### src/rtl/arm_pipe_pkg.sv
// Shared types for the ARM pipeline decode/execute boundary.
package arm_pipe_pkg;

  localparam logic [3:0] R15 = 4'hF;

  typedef struct packed {
    logic       regwrite;
    logic       memwrite;
    logic       memtoreg;
    logic       branch;
    logic       alusrc;
    logic [1:0] alucontrol;
    logic [1:0] flagwrite;
    logic [3:0] cond;
  } ctrl_t;

  typedef enum logic [1:0] {
    FWD_RF = 2'd0,
    FWD_W  = 2'd1,
    FWD_M  = 2'd2
  } fwd_sel_t;

endpackage

### src/rtl/id_ex_stage_if.sv
// Decode, M/W writeback and E-stage signals crossing the id_ex_stage boundary.
interface id_ex_stage_if
  import arm_pipe_pkg::*;
#(
  parameter int unsigned DW   = 32,
  parameter int unsigned CNTW = 16
);
  logic          valid_d;
  logic [3:0]    ra1_d, ra2_d, wa3_d;
  logic [DW-1:0] rd1_d, rd2_d, extimm_d;
  ctrl_t         ctrl_d;

  logic [DW-1:0] aluresult_m, result_w;
  logic [3:0]    wa3_m, wa3_w;
  logic          regwrite_m, valid_m, regwrite_w, valid_w;

  logic          branch_take, hold;

  logic          valid_e;
  logic [DW-1:0] srca_e, writedata_e, extimm_e;
  logic [3:0]    wa3_e, ra1_e, ra2_e;
  ctrl_t         ctrl_e;

  logic          stall_f, stall_d, flush_d;
  logic [CNTW-1:0] stall_cnt, bubble_cnt;

  modport master (
    output valid_d, ra1_d, ra2_d, wa3_d, rd1_d, rd2_d, extimm_d, ctrl_d,
    output aluresult_m, result_w, wa3_m, wa3_w, regwrite_m, valid_m, regwrite_w, valid_w,
    output branch_take, hold,
    input  valid_e, srca_e, writedata_e, extimm_e, wa3_e, ra1_e, ra2_e, ctrl_e,
    input  stall_f, stall_d, flush_d, stall_cnt, bubble_cnt
  );

  modport slave (
    input  valid_d, ra1_d, ra2_d, wa3_d, rd1_d, rd2_d, extimm_d, ctrl_d,
    input  aluresult_m, result_w, wa3_m, wa3_w, regwrite_m, valid_m, regwrite_w, valid_w,
    input  branch_take, hold,
    output valid_e, srca_e, writedata_e, extimm_e, wa3_e, ra1_e, ra2_e, ctrl_e,
    output stall_f, stall_d, flush_d, stall_cnt, bubble_cnt
  );
endinterface

### src/rtl/id_ex_stage_fwd_select.sv
// Per-operand forwarding source choice; M beats W, r15 is never forwarded.
module fwd_select
  import arm_pipe_pkg::*;
(
  input  logic [3:0] ra_e,
  input  logic [3:0] wa3_m,
  input  logic       wr_m,
  input  logic [3:0] wa3_w,
  input  logic       wr_w,
  output fwd_sel_t   sel_c
);

  always_comb begin
    sel_c = FWD_RF;
    if (ra_e != R15) begin
      if (wr_m && (wa3_m == ra_e))      sel_c = FWD_M;
      else if (wr_w && (wa3_w == ra_e)) sel_c = FWD_W;
    end
  end

endmodule

### src/rtl/id_ex_stage.sv
// Decode->execute pipeline register with M/W forwarding, load-use stall,
// branch flush (deferred across hold) and saturating stall/bubble counters.
module id_ex_stage
  import arm_pipe_pkg::*;
#(
  parameter int unsigned DW   = 32,
  parameter int unsigned CNTW = 16
)
(
  input logic         clk,
  input logic         reset,
  id_ex_stage_if.slave bus
);

  logic            valid_q, flush_pend;
  ctrl_t           ctrl_q;
  logic [DW-1:0]   rd1_q, rd2_q, extimm_q;
  logic [3:0]      wa3_q, ra1_q, ra2_q;
  logic [CNTW-1:0] stall_cnt_q, bubble_cnt_q;

  logic     ldstall_c, bubble_c, stall_c, flush_c, count_stall_c;
  logic     wr_m_c, wr_w_c;
  fwd_sel_t sel_a_c, sel_b_c;

  // Load-use hazard against the instruction currently in E.
  always_comb begin
    ldstall_c = valid_q && ctrl_q.memtoreg && bus.valid_d &&
                (((bus.ra1_d == wa3_q) && (bus.ra1_d != R15)) ||
                 ((bus.ra2_d == wa3_q) && (bus.ra2_d != R15)));
    stall_c       = ldstall_c || bus.hold;
    flush_c       = bus.branch_take && !bus.hold;
    bubble_c      = !bus.hold && (bus.branch_take || flush_pend || ldstall_c);
    // A squashed decode slot is not counted as a stall.
    count_stall_c = stall_c && !flush_c;
  end

  always_ff @(posedge clk or posedge reset) begin
    if (reset) begin
      valid_q    <= 1'b0;
      flush_pend <= 1'b0;
      ctrl_q     <= '0;
      rd1_q      <= '0;
      rd2_q      <= '0;
      extimm_q   <= '0;
      wa3_q      <= '0;
      ra1_q      <= '0;
      ra2_q      <= '0;
    end else if (bus.hold) begin
      if (bus.branch_take) flush_pend <= 1'b1;
    end else if (bubble_c) begin
      valid_q    <= 1'b0;
      ctrl_q     <= '0;
      flush_pend <= 1'b0;
    end else begin
      valid_q  <= bus.valid_d;
      ctrl_q   <= bus.ctrl_d;
      rd1_q    <= bus.rd1_d;
      rd2_q    <= bus.rd2_d;
      extimm_q <= bus.extimm_d;
      wa3_q    <= bus.wa3_d;
      ra1_q    <= bus.ra1_d;
      ra2_q    <= bus.ra2_d;
    end
  end

  // Performance counters stick at all-ones.
  always_ff @(posedge clk or posedge reset) begin
    if (reset) begin
      stall_cnt_q  <= '0;
      bubble_cnt_q <= '0;
    end else begin
      if (count_stall_c && (stall_cnt_q != '1))
        stall_cnt_q <= stall_cnt_q + CNTW'(1);
      if (bubble_c && (bubble_cnt_q != '1))
        bubble_cnt_q <= bubble_cnt_q + CNTW'(1);
    end
  end

  assign wr_m_c = bus.valid_m && bus.regwrite_m;
  assign wr_w_c = bus.valid_w && bus.regwrite_w;

  fwd_select u_fwd_a (
    .ra_e (ra1_q), .wa3_m(bus.wa3_m), .wr_m(wr_m_c),
    .wa3_w(bus.wa3_w), .wr_w(wr_w_c), .sel_c(sel_a_c)
  );

  fwd_select u_fwd_b (
    .ra_e (ra2_q), .wa3_m(bus.wa3_m), .wr_m(wr_m_c),
    .wa3_w(bus.wa3_w), .wr_w(wr_w_c), .sel_c(sel_b_c)
  );

  always_comb begin
    bus.srca_e = rd1_q;
    case (sel_a_c)
      FWD_M:   bus.srca_e = bus.aluresult_m;
      FWD_W:   bus.srca_e = bus.result_w;
      default: bus.srca_e = rd1_q;
    endcase
  end

  always_comb begin
    bus.writedata_e = rd2_q;
    case (sel_b_c)
      FWD_M:   bus.writedata_e = bus.aluresult_m;
      FWD_W:   bus.writedata_e = bus.result_w;
      default: bus.writedata_e = rd2_q;
    endcase
  end

  assign bus.valid_e    = valid_q;
  assign bus.ctrl_e     = ctrl_q;
  assign bus.extimm_e   = extimm_q;
  assign bus.wa3_e      = wa3_q;
  assign bus.ra1_e      = ra1_q;
  assign bus.ra2_e      = ra2_q;
  assign bus.stall_f    = stall_c;
  assign bus.stall_d    = stall_c;
  assign bus.flush_d    = flush_c;
  assign bus.stall_cnt  = stall_cnt_q;
  assign bus.bubble_cnt = bubble_cnt_q;

endmodule
### src/flat_wrapper.sv
// flat-port wrapper written by rule: the top's interface ports become plain ports
module id_ex_stage_flat import arm_pipe_pkg::*;
#(
  parameter int unsigned DW   = 32,
  parameter int unsigned CNTW = 16
)
  (clk, reset, bus_valid_d, bus_ra1_d, bus_ra2_d, bus_wa3_d, bus_rd1_d, bus_rd2_d, bus_extimm_d, bus_ctrl_d, bus_aluresult_m, bus_result_w, bus_wa3_m, bus_wa3_w, bus_regwrite_m, bus_valid_m, bus_regwrite_w, bus_valid_w, bus_branch_take, bus_hold, bus_valid_e, bus_srca_e, bus_writedata_e, bus_extimm_e, bus_wa3_e, bus_ra1_e, bus_ra2_e, bus_ctrl_e, bus_stall_f, bus_stall_d, bus_flush_d, bus_stall_cnt, bus_bubble_cnt);
  id_ex_stage_if #(.DW(DW), .CNTW(CNTW)) bus_i ();
  input logic clk;
  input logic reset;
  input wire logic [$bits(bus_i.valid_d)-1:0] bus_valid_d;
  input wire logic [$bits(bus_i.ra1_d)-1:0] bus_ra1_d;
  input wire logic [$bits(bus_i.ra2_d)-1:0] bus_ra2_d;
  input wire logic [$bits(bus_i.wa3_d)-1:0] bus_wa3_d;
  input wire logic [$bits(bus_i.rd1_d)-1:0] bus_rd1_d;
  input wire logic [$bits(bus_i.rd2_d)-1:0] bus_rd2_d;
  input wire logic [$bits(bus_i.extimm_d)-1:0] bus_extimm_d;
  input wire logic [$bits(bus_i.ctrl_d)-1:0] bus_ctrl_d;
  input wire logic [$bits(bus_i.aluresult_m)-1:0] bus_aluresult_m;
  input wire logic [$bits(bus_i.result_w)-1:0] bus_result_w;
  input wire logic [$bits(bus_i.wa3_m)-1:0] bus_wa3_m;
  input wire logic [$bits(bus_i.wa3_w)-1:0] bus_wa3_w;
  input wire logic [$bits(bus_i.regwrite_m)-1:0] bus_regwrite_m;
  input wire logic [$bits(bus_i.valid_m)-1:0] bus_valid_m;
  input wire logic [$bits(bus_i.regwrite_w)-1:0] bus_regwrite_w;
  input wire logic [$bits(bus_i.valid_w)-1:0] bus_valid_w;
  input wire logic [$bits(bus_i.branch_take)-1:0] bus_branch_take;
  input wire logic [$bits(bus_i.hold)-1:0] bus_hold;
  output wire logic [$bits(bus_i.valid_e)-1:0] bus_valid_e;
  output wire logic [$bits(bus_i.srca_e)-1:0] bus_srca_e;
  output wire logic [$bits(bus_i.writedata_e)-1:0] bus_writedata_e;
  output wire logic [$bits(bus_i.extimm_e)-1:0] bus_extimm_e;
  output wire logic [$bits(bus_i.wa3_e)-1:0] bus_wa3_e;
  output wire logic [$bits(bus_i.ra1_e)-1:0] bus_ra1_e;
  output wire logic [$bits(bus_i.ra2_e)-1:0] bus_ra2_e;
  output wire logic [$bits(bus_i.ctrl_e)-1:0] bus_ctrl_e;
  output wire logic [$bits(bus_i.stall_f)-1:0] bus_stall_f;
  output wire logic [$bits(bus_i.stall_d)-1:0] bus_stall_d;
  output wire logic [$bits(bus_i.flush_d)-1:0] bus_flush_d;
  output wire logic [$bits(bus_i.stall_cnt)-1:0] bus_stall_cnt;
  output wire logic [$bits(bus_i.bubble_cnt)-1:0] bus_bubble_cnt;
  assign bus_i.valid_d = bus_valid_d;
  assign bus_i.ra1_d = bus_ra1_d;
  assign bus_i.ra2_d = bus_ra2_d;
  assign bus_i.wa3_d = bus_wa3_d;
  assign bus_i.rd1_d = bus_rd1_d;
  assign bus_i.rd2_d = bus_rd2_d;
  assign bus_i.extimm_d = bus_extimm_d;
  assign bus_i.ctrl_d = bus_ctrl_d;
  assign bus_i.aluresult_m = bus_aluresult_m;
  assign bus_i.result_w = bus_result_w;
  assign bus_i.wa3_m = bus_wa3_m;
  assign bus_i.wa3_w = bus_wa3_w;
  assign bus_i.regwrite_m = bus_regwrite_m;
  assign bus_i.valid_m = bus_valid_m;
  assign bus_i.regwrite_w = bus_regwrite_w;
  assign bus_i.valid_w = bus_valid_w;
  assign bus_i.branch_take = bus_branch_take;
  assign bus_i.hold = bus_hold;
  assign bus_valid_e = bus_i.valid_e;
  assign bus_srca_e = bus_i.srca_e;
  assign bus_writedata_e = bus_i.writedata_e;
  assign bus_extimm_e = bus_i.extimm_e;
  assign bus_wa3_e = bus_i.wa3_e;
  assign bus_ra1_e = bus_i.ra1_e;
  assign bus_ra2_e = bus_i.ra2_e;
  assign bus_ctrl_e = bus_i.ctrl_e;
  assign bus_stall_f = bus_i.stall_f;
  assign bus_stall_d = bus_i.stall_d;
  assign bus_flush_d = bus_i.flush_d;
  assign bus_stall_cnt = bus_i.stall_cnt;
  assign bus_bubble_cnt = bus_i.bubble_cnt;
  id_ex_stage #(.DW(DW), .CNTW(CNTW)) u_core (.clk(clk), .reset(reset), .bus(bus_i));
endmodule
### config.mk
export PLATFORM = sky130hd
export DESIGN_NAME = id_ex_stage_flat
export DESIGN_NICKNAME = d
export VERILOG_FILES = /design/src/rtl/arm_pipe_pkg.sv /design/src/rtl/id_ex_stage_if.sv /design/src/rtl/id_ex_stage_fwd_select.sv /design/src/rtl/id_ex_stage.sv /design/src/flat_wrapper.sv
export SDC_FILE = /design/constraint.sdc
export NUM_CORES = 1
export LEC_CHECK = 0
export CAP_MARGIN = 20
export CORE_UTILIZATION = 38
export CTS_CLUSTER_SIZE = 28
export DETAILED_ROUTE_END_ITERATION = 10
export HOLD_SLACK_MARGIN = 0.1
export PLACE_DENSITY_LB_ADDON = 0.3
export RECOVER_POWER = 25
export SETUP_SLACK_MARGIN = 0.1
export SLEW_MARGIN = 20
export SYNTH_ARGS = -nofsm -noshare
export SYNTH_HDL_FRONTEND = slang
export SYNTH_SLANG_ARGS = --single-unit
### constraint.sdc
create_clock -name clk -period 4.8 [get_ports clk]
set_input_delay 0.96 -clock clk [delete_from_list [all_inputs] [get_ports clk]]
set_output_delay 0.96 -clock clk [all_outputs]
set_load 0.05 [all_outputs]
==> metrics.csv, run 1 <==
stage,metric,value,unit
sta,fin crit share,93.8,%
run_status,failing checks,"capacitance limit, slew limit",
cells_and_area,share of layout cells above drive strength 1,22.6,%
sta,Final Max Slew Viols,156,
sta,worst rel slew slack,-49.7,%
sta,worst hold slack,0.490,ns
drt,met2 wire len,13.0,mm
power_and_ir_drop,Pint,3.39,mW
clock_tree,CTS root buffer,clkbuf_16,
sta,RSZ-0062 raised after global routing,no,
drt,DR pass1 iterations,5,
drt,Residual DRC,0,
global_routing,number of global-route vias before repair,7080,
setup_path,R2R Path Start,u_core.bus.wa3_e[0],
run_status,outcome,finished with violations,
power_and_ir_drop,Comb power frac,45.5,%
clock_tree,Clock Tree Buf Depth,2,
job,maxcap violations,1,
synthesis,mapped cell area,0.00776,mm2
synthesis,post-synthesis sequential area ratio,50.0,%
drt,via count,6936,
power_and_ir_drop,Pleak,5.30,nW
cells_and_area,most frequent cells in the layout,"292 x clkdlybuf4s50_1, 155 x dfrtp_1, 108 x mux2_2",
sta,final hold vios,0,
sta,fmax,222,MHz
placed_design,Placed Area,0.0123,mm2
floorplanning,Initial Util,39.4,%
setup_path,Setup crit end kind,output pin,
cells_and_area,design area,0.0129,mm2
hold_path,WHS Endpoint,u_core.bus.extimm_e[1],
synthesis,Synth Register Bits,155,
clock_tree,# clock sinks,155,
setup_path,R2R Setup Slk,2.40,ns
placed_design,Buffers on Ports,358,
hold_path,Cells on Worst Hold Path,1,
synthesis,Mapped Avg Cell Area,11.2,um2
drt,final wirelength,27.2,mm
floorplanning,IO Pins,359,
cells_and_area,final core utilization,65.5,%
synthesis,Synthesized Nets,901,
hold_path,Hold Path Class,register to register,
hold_path,worst hold start,u_core.bus.extimm_e[1],
global_routing,initial antenna violation count,2,
floorplanning,die area,0.0210,mm2
clock_tree,TritonCTS clock tree,yes,
power_and_ir_drop,clock group share of total power,23.5,%
drt,met3 WL post-DR,1.68,mm
synthesis,Ys Warns,0,
clock_tree,"Hold-fix buffers, CTS",0,
placed_design,DP Worst Slack,0.297,ns
setup_path,crit path kind,primary input to output pin,
global_routing,gr usage total,26.3,%
drt,met1 wire length,11.8,mm
power_and_ir_drop,total power,5.74,mW
sta,clock skew,0.0125,ns
floorplanning,Die Span Y,145,um
placed_design,detailed placer's ending HPWL,20.5,mm
synthesis,post-synth top area share,50.0,%
clock_tree,post-CTS setup buffer count,0,
clock_tree,later-pin clock latency in the skew report,0.43,ns
setup_path,Critical Path Fanout Max,25,
drt,drt first-iter violations,396,
cells_and_area,"most common cell after layout, fill and taps aside",clkdlybuf4s50_1,
setup_path,CP startpoint kind,primary input,
synthesis,top post-synthesis cells by area,"dfrtp_1 50%, mux2_2 16%, a22oi_1 6.2%",
sta,Tightest Pin Transition,2.25,ns
floorplanning,die span in x,145,um
clock_tree,"CTS clk-pin slew, worst paths",0.07,ns
power_and_ir_drop,Switch Pwr,2.35,mW
setup_path,R2R cell count,6,
synthesis,"area leader, netlist",dfrtp_1,
power_and_ir_drop,sequential share of power,31.0,%
placed_design,RD Place Congestion,0.938,
cells_and_area,Layout area overhead,66.3,%
power_and_ir_drop,ratio of total power to cell area,445,mW/mm2
synthesis,Synth cell types,44,
sta,Final setup viols,0,
floorplanning,Core Region,0.0197,mm2
cells_and_area,fin nets,1253,
sta,Final TNS setup,0,ns
sta,shortest period the worst path allows,4.50,ns
cells_and_area,filler-free cell count of the finished design,1325,
clock_tree,CTS HTree Levels,4,
drt,vias per cell,5.23,
clock_tree,Inserted Clock Buffers,17,
global_routing,largest net degree at the start of global routing,156,
clock_tree,post-CTS sizing,0,
setup_path,Critical Path RT,3.84,ns
global_routing,Overflow after GRT,0,
placed_design,dpl cells,1291,
global_routing,first-pass GRT wire length,42.2,mm
drt,Top Metal Used,met4,
floorplanning,row count,51,
drt,WL per Instance,20.5,um
drt,Post-DRT Antenna Nets,0,
sta,post-route worst setup slack,0.296,ns
setup_path,RR Endpoint,u_core.rd2_q[26],
setup_path,Worst EP arrival,3.54,ns
synthesis,Synth Instances,693,
power_and_ir_drop,VDD IR max,0.425,mV
power_and_ir_drop,Sw Ratio,41.0,%
-- power by group through the flow --
| stage | clock, mW | sequential [mW] | combinational, mW |
|---|---|---|---|
| after CTS | 1.38 | 1.78 | 2.63 |
| after floorplan | 0 | 2.26 | 0.938 |
| after detailed placement | 0 | 1.80 | 2.62 |
| final | 1.35 | 1.78 | 2.61 |
| after global routing | 1.43 | 1.81 | 2.72 |
| after global placement | 0 | 1.79 | 2.59 |
-- cells in the mapped netlist (all sizes together) --
library cell  instances
or3b                  2
nor2                 10
or4                   1
o21ai                69
nor4b                 1
o221ai                1
buf                  15
nand2                83
a41o                  2
and3                  8
nand4b                1
a22o                 13
and2                  2
o22ai                 3
and2b                 1
a21o                  1
mux2                112
and4                  4
o31ai                 1
ha                    6
xnor2                25
xor2                 21
inv                  12
dfrtp               155
nor3                  7
or2                   1
a21oi                 2
a22oi                64
a221oi                1
a2111oi               1
nand3                19
nor4                  7
clkbuf               29
nand4                10
nand2b                3
-- critical path, cell delays in order --
cell             delay (ns)
clkdlybuf4s50_1        0.50
inv_1                  0.06
a221oi_1               0.29
nand3_1                0.14
a41o_1                 0.25
ha_2                   0.28
buf_12                 0.20
a22oi_1                0.40
o21ai_0                0.25
buf_12                 0.20
-- cells by family (layout without fill, tap and decap cells) --
logic type / Yosys count / in the layout / share of synthesized area [%]
AO/OA/AOI/OAI: 158 / 158 / 13.6
XOR/XNOR: 46 / 46 / 5.19
adder cells (fa/ha/maj): 6 / 6 / 0.967
buffers and inverters: 56 / 421 / 3.53
flip-flops: 155 / 155 / 50.0
multiplexers: 112 / 112 / 16.2
other: 0 / 2 / 0
AND/OR/NAND/NOR: 160 / 160 / 10.5
-- registers in the layout, summed over array words and instances (netlist names) --
| name | count |
|---|---|
| u_core.rd2_q | 32 |
| u_core.rd1_q | 32 |
| u_core.bus.ctrl_e | 13 |
| u_core.bus.ra2_e | 4 |
| u_core.bus.valid_e | 1 |
| u_core.bus.ra1_e | 4 |
| u_core.bus.stall_cnt | 16 |
| u_core.bus.bubble_cnt | 16 |
| u_core.bus.wa3_e | 4 |
| u_core.flush_pend | 1 |
| u_core.bus.extimm_e | 32 |
-- how the worst max path moves through the flow --
stage	to	start	cells past startpoint
floorplan	bus_srca_e[12]	bus_wa3_m[0]	8
global placement	bus_srca_e[1]	bus_wa3_w[1]	10
detailed placement	bus_srca_e[1]	bus_wa3_m[0]	9
CTS	bus_srca_e[1]	bus_wa3_m[0]	9
global route	bus_srca_e[17]	bus_wa3_m[0]	10
finish	bus_srca_e[13]	bus_wa3_m[0]	10
-- cell type report --
class,instances,area [um2]
antenna,2,5.00
multi-input combinational,482,3620
inverter,12,48.8
fill,1572,6810
clock inverter,14,141
timing repair buffer,377,4440
clock buffer,18,439
tap,265,332
sequential,155,3880
-- layer usage --
metal  vias to the layer above  global-route usage (%)
met2                       265                    42.5
li1                       3231                       -
met1                      3399                    34.1
met5                         -                       0
met3                        41                    5.94
met4                         0                    10.2
Power figures use the tool's default switching activity.
==> inputs of run 2 (changes only) <==
--- a/config.mk
+++ b/config.mk
@@ -5,15 +5,15 @@
 export SDC_FILE = /design/constraint.sdc
 export NUM_CORES = 1
 export LEC_CHECK = 0
+export ABC_AREA = 1
 export CAP_MARGIN = 20
-export CORE_UTILIZATION = 38
+export CORE_UTILIZATION = 39
 export CTS_CLUSTER_SIZE = 28
 export DETAILED_ROUTE_END_ITERATION = 10
 export HOLD_SLACK_MARGIN = 0.1
 export PLACE_DENSITY_LB_ADDON = 0.3
 export RECOVER_POWER = 25
 export SETUP_SLACK_MARGIN = 0.1
-export SLEW_MARGIN = 20
 export SYNTH_ARGS = -nofsm -noshare
 export SYNTH_HDL_FRONTEND = slang
 export SYNTH_SLANG_ARGS = --single-unit
==> metrics.csv, run 2 <==
stage,metric,value,unit
global_routing,gr usage total,26.7,%
clock_tree,later-pin clock latency in the skew report,0.42,ns
clock_tree,CTS root buffer,clkbuf_16,
power_and_ir_drop,Switch Pwr,2.08,mW
setup_path,critical path cell sequence,"clkdlybuf4s50_1, inv_1, o22ai_1, a211oi_1, nand3_1, nor2_1, inv_1, ha_1, buf_4, a21oi_1, a21oi_1, buf_4",
floorplanning,IO Pins,359,
sta,Final TNS setup,0,ns
clock_tree,CTS HTree Levels,4,
clock_tree,"Hold-fix buffers, CTS",0,
setup_path,"slowest stage cell, crit path",clkdlybuf4s50_1,
setup_path,Worst EP arrival,3.39,ns
setup_path,critical path's largest stage delay,0.44,ns
clock_tree,TritonCTS clock tree,yes,
sta,clock skew,0.0149,ns
setup_path,Critical Path RT,3.84,ns
synthesis,Synthesized Nets,1374,
power_and_ir_drop,Pleak,6.12,nW
cells_and_area,FILL cells,1961,
clock_tree,# clock sinks,155,
synthesis,"EDFF count, synth",0,
drt,met3 WL post-DR,2.42,mm
placed_design,dpl cells,1750,
placed_design,Buffers on Ports,358,
synthesis,Synth cell types,30,
cells_and_area,Layout area overhead,48.6,%
clock_tree,post-CTS sizing,0,
clock_tree,post-CTS setup buffer count,0,
sta,Final setup viols,0,
floorplanning,Die Span Y,150,um
sta,fmax,230,MHz
drt,Post-DRT Antenna Nets,0,
synthesis,"Primary FF master, synth",dfrtp_1,
drt,met2 wire len,15.2,mm
synthesis,"count leader, synth",nand2_1,
sta,final hold vios,0,
run_status,failing checks,"capacitance limit, slew limit",
clock_tree,Inserted Clock Buffers,17,
drt,Top Metal Used,met4,
sta,Final Max Slew Viols,156,
global_routing,first-pass GRT wire length,45.7,mm
power_and_ir_drop,ratio of total power to cell area,397,mW/mm2
cells_and_area,filler-free cell count of the finished design,1785,
power_and_ir_drop,Comb power frac,39.0,%
drt,final wirelength,30.3,mm
run_status,outcome,finished with violations,
synthesis,"area leader, netlist",dfrtp_1,
drt,drt first-iter violations,450,
setup_path,Critical Path Fanout Max,31,
floorplanning,Initial Util,40.2,%
sta,RSZ-0062 raised after global routing,no,
drt,via count,8938,
sta,shortest period the worst path allows,4.35,ns
setup_path,crit path kind,primary input to output pin,
cells_and_area,share of layout cells above drive strength 1,8.23,%
drt,vias per cell,5.01,
setup_path,Setup crit end kind,output pin,
global_routing,Overflow after GRT,0,
synthesis,mapped cell area,0.00855,mm2
setup_path,CP startpoint kind,primary input,
sta,worst rel slew slack,-43.9,%
job,maxcap violations,1,
cells_and_area,"most common cell after layout, fill and taps aside",nand2_1,
sta,worst hold slack,0.487,ns
cells_and_area,Seq. cell area,0.00388,mm2
synthesis,Synth Register Bits,155,
drt,met1 wire length,11.4,mm
sta,fin crit share,90.6,%
drt,WL per Instance,17.0,um
power_and_ir_drop,clock group share of total power,27.5,%
floorplanning,die area,0.0225,mm2
synthesis,post-synthesis sequential area ratio,45.4,%
clock_tree,Clock Tree Buf Depth,2,
drt,DR pass1 iterations,5,
global_routing,largest net degree at the start of global routing,156,
synthesis,most frequent cells after synthesis,"312 x nand2_1, 158 x inv_1, 155 x dfrtp_1",
placed_design,RD Place Congestion,0.915,
synthesis,Synth Instances,1166,
power_and_ir_drop,Sw Ratio,41.2,%
synthesis,post-synth top area share,45.4,%
clock_tree,"CTS clk-pin slew, worst paths",0.07,ns
floorplanning,row count,53,
global_routing,initial antenna violation count,5,
cells_and_area,most frequent cells in the layout,"312 x nand2_1, 290 x clkdlybuf4s50_1, 157 x inv_1",
synthesis,Async SR Flop Fraction,100,%
power_and_ir_drop,Pint,2.96,mW
synthesis,top post-synthesis cells by area,"dfrtp_1 45%, nand2_1 14%, a21oi_1 7.7%",
power_and_ir_drop,sequential share of power,33.5,%
global_routing,number of global-route vias before repair,8551,
cells_and_area,area of the multi-input gates,0.00367,mm2
synthesis,Mapped Avg Cell Area,7.33,um2
floorplanning,Core Region,0.0213,mm2
floorplanning,die span in x,150,um
drt,Residual DRC,0,
hold_path,Hold Path Class,register to register,
power_and_ir_drop,VDD IR max,0.265,mV
sta,Tightest Pin Transition,2.16,ns
cells_and_area,fin nets,1702,
synthesis,Ys Warns,0,
placed_design,detailed placer's ending HPWL,22.5,mm
## run 2: cells by family after synthesis
| family | after synthesis | share of synthesized area (%) |
|---|---|---|
| and+or+nand+nor | 491 | 23.8 |
| buffers and inverters | 225 | 11.7 |
| DFF | 155 | 45.4 |
| adders and majority gates | 6 | 0.878 |
| xor gates and xnor gates | 27 | 2.77 |
| AOI/OAI and AO/OA | 262 | 15.5 |
## run 2: metal layers
layer  vias up  global-route usage [%]
li1       4379                       -
met1      4131                    29.7
met5         -                       0
met2       350                    46.9
met3        78                    6.92
met4         0                    13.2
## run 2: power groups by stage
stage	Clock (mW)	Sequential (mW)	Combinational [mW]
after global routing	1.47	1.71	2.09
after floorplan	0	2.02	0.909
after CTS	1.42	1.68	1.98
after detailed placement	0	1.70	1.98
final	1.39	1.69	1.97
after global placement	0	1.70	1.95
## run 2: metrics by stage
| step | area (um2) | util (%) | setup slack [ns] | power [mW] |
|---|---|---|---|---|
| after floorplan | 8550 | - | 0.651 | 2.93 |
| final | 12700 | 59.7 | 0.451 | 5.04 |
| after global placement | 12100 | 56.9 | 0.611 | 3.66 |
| after detailed placement | 12100 | 56.9 | 0.482 | 3.68 |
| after CTS | 12700 | 59.7 | 0.482 | 5.08 |
| after global routing | 12700 | 59.7 | 0.319 | 5.27 |
## run 2: final timing paths
path | startpoint | endpoint | slack [ns] | depth (start not counted)
setup / recovery | bus_wa3_m[1] | bus_writedata_e[30] | 0.45 | 12
hold reg to reg | u_core.bus.ctrl_e[6] | u_core.bus.ctrl_e[6] | 0.49 | 2
min in group asynchronous | reset | u_core.rd2_q[14] | 1.87 | 3
max in group asynchronous | reset | u_core.bus.ra1_e[3] | 1.64 | 3
setup reg to reg | u_core.bus.wa3_e[3] | u_core.bus.stall_cnt[4] | 2.28 | 12
hold / removal | u_core.bus.ctrl_e[6] | u_core.bus.ctrl_e[6] | 0.49 | 2
## run 2: cell type report
type	instances	area share [%]
Sequential cell	155	30.5
Multi-Input combinational cell	786	28.9
Timing Repair Buffer	373	28.3
Inverter	161	4.79
Clock buffer	17	3.35
Tap cell	275	2.71
Clock inverter	15	1.39
Antenna cell	3	0.0591
## run 2: worst max-delay path, delay by kind of cell
| kind | cells | cell delay [ns] |
|---|---|---|
| AO/OA/AOI/OAI | 4 | 0.61 |
| adder cells (fa/ha/maj) | 1 | 0.30 |
| buffers and inverters | 5 | 1.22 |
| AND/OR/NAND/NOR | 2 | 0.29 |
